$ cat src/rtl/cic_decimator.sv
// CIC / incremental decimator for 1-bit delta-sigma bitstreams, run-time ratio and mode.
// Define DECIM_BIPOLAR_EN to map x low to -1 and produce a two's complement z.
module cic_decimator #(
  parameter int ORDER       = 2,
  parameter int OUTPUT_BITS = 16,
  parameter int CNT_BITS    = 8
) (
  input  logic                   clk,
  input  logic                   reset,
  input  logic                   x,
  input  logic                   in_valid,
  input  logic                   mode,
  input  logic [CNT_BITS-1:0]    dec_ratio,
  input  logic                   conv_start,
  output logic [OUTPUT_BITS-1:0] z,
  output logic                   z_valid,
  output logic                   busy
);

  typedef enum logic [1:0] {
    ST_IDLE    = 2'd0,
    ST_RUN_INC = 2'd1,
    ST_RUN_CIC = 2'd2
  } state_t;

  localparam logic [2:0] WARM_DONE = 3'(ORDER);

  state_t                 state_r;
  logic                   mode_r;
  logic [CNT_BITS-1:0]    ratio_r;
  logic [CNT_BITS-1:0]    cnt_r;
  logic [2:0]             warm_r;
  logic [OUTPUT_BITS-1:0] integ_r   [ORDER];
  logic [OUTPUT_BITS-1:0] comb_r    [ORDER];
  logic [OUTPUT_BITS-1:0] z_r;
  logic                   z_valid_r;
  logic                   busy_r;

  logic [OUTPUT_BITS-1:0] step_s;
  logic [OUTPUT_BITS-1:0] integ_upd_s [ORDER];
  logic [OUTPUT_BITS-1:0] comb_in_s   [ORDER];
  logic [OUTPUT_BITS-1:0] comb_last_s;
  logic                   mode_chg_s;
  logic                   clear_s;
  logic                   acc_s;
  logic                   last_s;
  logic                   cic_dump_s;

  // Sample weight of x
`ifdef DECIM_BIPOLAR_EN
  assign step_s = x ? OUTPUT_BITS'(1) : {OUTPUT_BITS{1'b1}};
`else
  assign step_s = {{(OUTPUT_BITS-1){1'b0}}, x};
`endif

  // Integrator chain and comb chain, both without inter-stage delay
  always_comb begin
    logic [OUTPUT_BITS-1:0] sum_s;
    sum_s = integ_r[0] + step_s;
    integ_upd_s[0] = sum_s;
    for (int i = 1; i < ORDER; i++) begin
      sum_s = integ_r[i] + sum_s;
      integ_upd_s[i] = sum_s;
    end
    for (int i = 0; i < ORDER; i++) begin
      comb_in_s[i] = sum_s;
      sum_s = sum_s - comb_r[i];
    end
    comb_last_s = sum_s;
  end

  // Control decode; a restart or mode change always wins over the sample
  always_comb begin
    mode_chg_s = (mode != mode_r);
    clear_s    = mode_chg_s
               || ((state_r == ST_IDLE) && conv_start && !mode)
               || ((state_r == ST_RUN_INC) && conv_start);
    acc_s      = !mode_chg_s && in_valid
               && (((state_r == ST_RUN_INC) && !conv_start) || (state_r == ST_RUN_CIC));
    last_s     = (cnt_r == ratio_r);
    cic_dump_s = acc_s && last_s && (state_r == ST_RUN_CIC);
  end

  // Datapath registers: integrators, comb delays, sample and warm-up counters
  always_ff @(posedge clk) begin
    if (reset || clear_s) begin
      for (int i = 0; i < ORDER; i++) begin
        integ_r[i] <= '0;
        comb_r[i]  <= '0;
      end
      cnt_r  <= '0;
      warm_r <= 3'd0;
    end else begin
      if (acc_s) begin
        for (int i = 0; i < ORDER; i++) integ_r[i] <= integ_upd_s[i];
        cnt_r <= last_s ? '0 : cnt_r + CNT_BITS'(1);
      end
      if (cic_dump_s) begin
        for (int i = 0; i < ORDER; i++) comb_r[i] <= comb_in_s[i];
        if (warm_r != WARM_DONE) warm_r <= warm_r + 3'd1;
      end
    end
  end

  // Mode/state FSM with registered z, z_valid and busy
  always_ff @(posedge clk) begin
    if (reset) begin
      state_r   <= ST_IDLE;
      mode_r    <= 1'b0;
      ratio_r   <= '0;
      z_r       <= '0;
      z_valid_r <= 1'b0;
      busy_r    <= 1'b0;
    end else if (mode_chg_s) begin
      mode_r    <= mode;
      z_valid_r <= 1'b0;
      if (mode) begin
        state_r <= ST_RUN_CIC;
        ratio_r <= dec_ratio;
        busy_r  <= 1'b1;
      end else begin
        state_r <= ST_IDLE;
        busy_r  <= 1'b0;
      end
    end else begin
      z_valid_r <= 1'b0;
      case (state_r)
        ST_IDLE: begin
          if (conv_start && !mode) begin
            ratio_r <= dec_ratio;
            state_r <= ST_RUN_INC;
            busy_r  <= 1'b1;
          end
        end
        ST_RUN_INC: begin
          if (conv_start) begin
            ratio_r <= dec_ratio;
          end else if (acc_s && last_s) begin
            z_r       <= integ_upd_s[ORDER-1];
            z_valid_r <= 1'b1;
            state_r   <= ST_IDLE;
            busy_r    <= 1'b0;
          end
        end
        ST_RUN_CIC: begin
          // The first ORDER results carry partial comb history and stay hidden
          if (cic_dump_s && (warm_r == WARM_DONE)) begin
            z_r       <= comb_last_s;
            z_valid_r <= 1'b1;
          end
        end
        default: begin
          state_r <= ST_IDLE;
          busy_r  <= 1'b0;
        end
      endcase
    end
  end

  assign z       = z_r;
  assign z_valid = z_valid_r;
  assign busy    = busy_r;

endmodule

$ cat config.mk
export PLATFORM = sky130hd
export DESIGN_NAME = cic_decimator
export DESIGN_NICKNAME = d
export VERILOG_FILES = /design/src/rtl/cic_decimator.sv
export SDC_FILE = /design/constraint.sdc
export NUM_CORES = 1
export LEC_CHECK = 0
export ABC_AREA = 1
export BUFFER_PORTS_ARGS = -buffer_cell sky130_fd_sc_hd__buf_4
export CELL_PAD_IN_SITES_DETAIL_PLACEMENT = 0
export CELL_PAD_IN_SITES_GLOBAL_PLACEMENT = 1
export CORE_AREA = 2 2 141 143
export DETAILED_ROUTE_END_ITERATION = 12
export DIE_AREA = 0 0 143 145
export GPL_TIMING_DRIVEN = 1
export PLACE_DENSITY_LB_ADDON = 0.05
export RECOVER_POWER = 50
export SYNTH_ARGS = -nofsm -noshare
export SYNTH_HDL_FRONTEND = slang
export SYNTH_SLANG_ARGS = --single-unit
$ cat constraint.sdc
create_clock -name clk -period 7 [get_ports clk]
set_clock_uncertainty 0.15 [all_clocks]
set_input_delay 0.35 -clock clk [delete_from_list [all_inputs] [get_ports clk]]
set_output_delay 0.35 -clock clk [all_outputs]
set_load 0.005 [all_outputs]
==> results.py <==
metrics = {
    "drt": {
        "vias": 5362,
        "dr.first_iter.drc_count": 356,
        "wl_um": 16000,
        "first_pass_iters": 4,
        "ant_nets": 0,
        "route.detailed.drc": 0,
        "viasPerCell": 4.65,
        "wire_per_inst_um": 13.8,
    },
    "synthesis": {
        "ys_seq_area_frac": 0.398,
        "synthTopCellsByArea": "edfxtp_1 28%, dfxtp_1 12%, ha_1 10%",
        "avgSynthCellArea_um2": 8.04,
        "syn_area_mm2": 0.00685,
        "yosysMostFrequentCell": "inv_1",
        "yosys.area.top_type_share": 0.281,
        "synthFlopType": "edfxtp_1",
        "synth_top_area_cell": "edfxtp_1",
        "synth-async-reset-ratio": 0,
        "synth_edf_count": 64,
        "synth_fp_nets": 925,
        "synthCells": 852,
        "netlist-cell-type-count": 52,
        "synth_seq_cells": 104,
        "synth_commonest_cells": "148 x inv_1, 124 x nand2_1, 114 x nor2_1",
        "ys_warn_count": 0,
    },
    "floorplanning": {
        "dieArea_mm2": 0.0207,
        "start_util": 0.357,
        "dieHeight_um": 145,
        "placementRows": 51,
        "fp.dieW_um": 143,
        "ios": 32,
        "coreArea_mm2": 0.0192,
    },
    "timing": {
        "setup_viol": 0,
        "whs_ps": 97.5,
        "worst_pin_slew_ps": 1950,
        "fmax_mhz": 178,
        "finalSetupTns_ps": 0,
        "slew_viol_final": 33,
        "hold_viol": 0,
        "period_minus_slack_ps": 5610,
        "rsz0062_at_grt": "false",
        "maxSlewHeadroom": -0.301,
        "min_period_over_period": 0.801,
    },
    "final_layout": {
        "final_util": 0.399,
        "finish.instance_area_mm2": 0.00766,
        "diodes": 0,
        "drive_gt1_frac": 0.0970,
        "syn_to_final_growth_pct": 11.8,
        "final_nets": 955,
    },
    "cts": {
        "root_buffer": "clkbuf_16",
        "postCtsSetupBuffers": 0,
        "numCtsBuffers": 9,
        "ctsResizeCount": 0,
        "cts_sinks": 104,
        "cts_hold_buf": 0,
        "htree_levels": 3,
        "ctsLongestPathBuffers": 2,
        "clkLatencyLatePin_ps": 350,
        "cts_tree": "built",
        "clk_pin_slew_ps": 70,
    },
    "setup_path": {
        "critical_path_class": "reg -> reg",
        "slowest_stage": "o31ai_1",
        "start_kind": "flip-flop",
        "cpMostUsedCell": "inv_1",
        "slowest_delay_ps": 360,
        "crit_path_end_kind": "flip-flop",
        "cp_data_arrival_time_ps": 5740,
        "cp_max_fo": 4,
        "critPathRequiredTime_ps": 7130,
    },
    "pwr": {
        "combPwrFrac": 0.541,
        "p_int_mw": 1.63,
        "switching_power_mw": 1.28,
        "netSwitchingFraction": 0.439,
        "vdd_drop_max_mv": 0.161,
        "p_leak_nw": 3.49,
        "power_frac_seq": 0.263,
        "pwr_density_cell_mw_per_mm2": 380,
        "p_clk_frac": 0.196,
    },
    "global_route": {
        "first_global_vias": 5381,
        "track_usage": 0.162,
        "grt.overflow.total": 0,
        "grt_max_degree": 33,
        "grt_first_pass_wirelength_um": 26700,
        "antenna_found_initial": 0,
    },
    "placement": {
        "io_buffers": 31,
        "dp_hpwl_um": 12100,
        "dpl_cell_area_mm2": 0.00735,
        "gp_congestion": 0.820,
    },
    "flow_run": {
        "cap_violations": 1,
    },
    "outcome": {
        "failed_checks": "capacitance limit, slew limit",
        "status": "finished, violations left",
    },
    "worst_hold_path": {
        "hp-class": "in -> reg",
    },
}
-- through the flow --
step | instances | setup WS (ps) | power, mW
after floorplan | 852 | 2080 | 1.97
after global placement | 1136 | 1510 | 2.33
after detailed placement | 1136 | 1360 | 2.33
after CTS | 1152 | 1390 | 2.93
after global routing | 1152 | 725 | 3.17
final | 1152 | 1390 | 2.91
-- power by group through the flow --
| stage | clock network, mW | registers [mW] | logic (mW) |
|---|---|---|---|
| 2_1_floorplan | 0 | 0.771 | 1.20 |
| 3_3_place_gp | 0 | 0.778 | 1.55 |
| 3_5_place_dp | 0 | 0.780 | 1.55 |
| 4_1_cts | 0.591 | 0.766 | 1.57 |
| 5_1_grt | 0.608 | 0.776 | 1.79 |
| 6_report | 0.569 | 0.766 | 1.57 |
-- cell usage in the layout, fill, tap and decap left out, types with 3 or more instances in the layout --
cell type  Yosys  final
a31oi_1        5      5
nand3b_1       3      3
buf_4          0     15
xnor2_1       16     16
nand3_1       34     34
edfxtp_1      64     64
a21oi_2        3      3
nand4_1        6      6
a211oi_2       3      3
nor2_1       114    115
xor2_1        30     30
clkbuf_4       0     16
a31o_2         3      3
inv_2          9      8
nand3_2        3      3
ha_1          56     56
dfxtp_1       40     40
o21bai_1       3      3
fa_1           3      3
a21oi_1       67     67
clkbuf_1       8      4
nor3_1        10     11
nand2_2        9      9
inv_1        148    149
a21o_1         3      3
o21ai_0       37     37
clkbuf_16      0     11
o21ai_1       11     11
nand2_1      124    124
-- cell families after synthesis --
| logic type | count (synthesis) | synth area share |
|---|---|---|
| AOI/OAI and AO/OA | 151 | 0.130 |
| xor gates and xnor gates | 46 | 0.0588 |
| adders and majority gates | 59 | 0.111 |
| buffers and inverters | 174 | 0.0992 |
| DFF | 104 | 0.398 |
| and+or+nand+nor | 318 | 0.204 |
-- path summary, 6_finish.rpt --
kind | from | to | slack [ps] | cells after the start
hold reg to reg | warm_r[2] | warm_r[2] | 310 | 1
setup reg to reg | integ_r[0][0] | z[14] | 1390 | 32
setup / recovery | integ_r[0][0] | z[14] | 1390 | 32
hold / removal | dec_ratio[4] | ratio_r[4] | 100 | 3
-- registers in the layout, summed over array words and instances, names as in the netlist --
register,cells
warm_r,3
z,16
mode_r,1
cnt_r,8
ratio_r,8
comb_r,32
integ_r,32
state_r,2
z_valid,1
busy,1
-- area by class of cell --
type / instances / area, µm²
clock buffers: 13 / 293
clock inverters: 3 / 43.8
fillers: 1949 / 11600
inverters: 159 / 597
multi-input cells: 574 / 3420
flip-flops and latches: 104 / 2720
well taps: 265 / 332
repair buffers: 34 / 244
-- routing by layer --
| layer | vias up | global-route usage | part of all wire |
|---|---|---|---|
| met5 | - | 0 | 0 |
| met2 | 79 | 0.275 | 0.49 |
| met3 | 20 | 0.0205 | 0.026 |
| li1 | 2827 | - | - |
| met4 | 0 | 0.0490 | 0.014 |
| met1 | 2436 | 0.215 | 0.47 |
-- critical path: cells and delay by family, from the launching register on --
family,cells,cell delay [ps]
DFF,1,350
AOI/OAI and AO/OA,10,1840
and+or+nand+nor,9,1050
buffers and inverters,6,410
adders and majority gates,5,1320
xor gates and xnor gates,2,410
(Power assumes the default switching activity.)
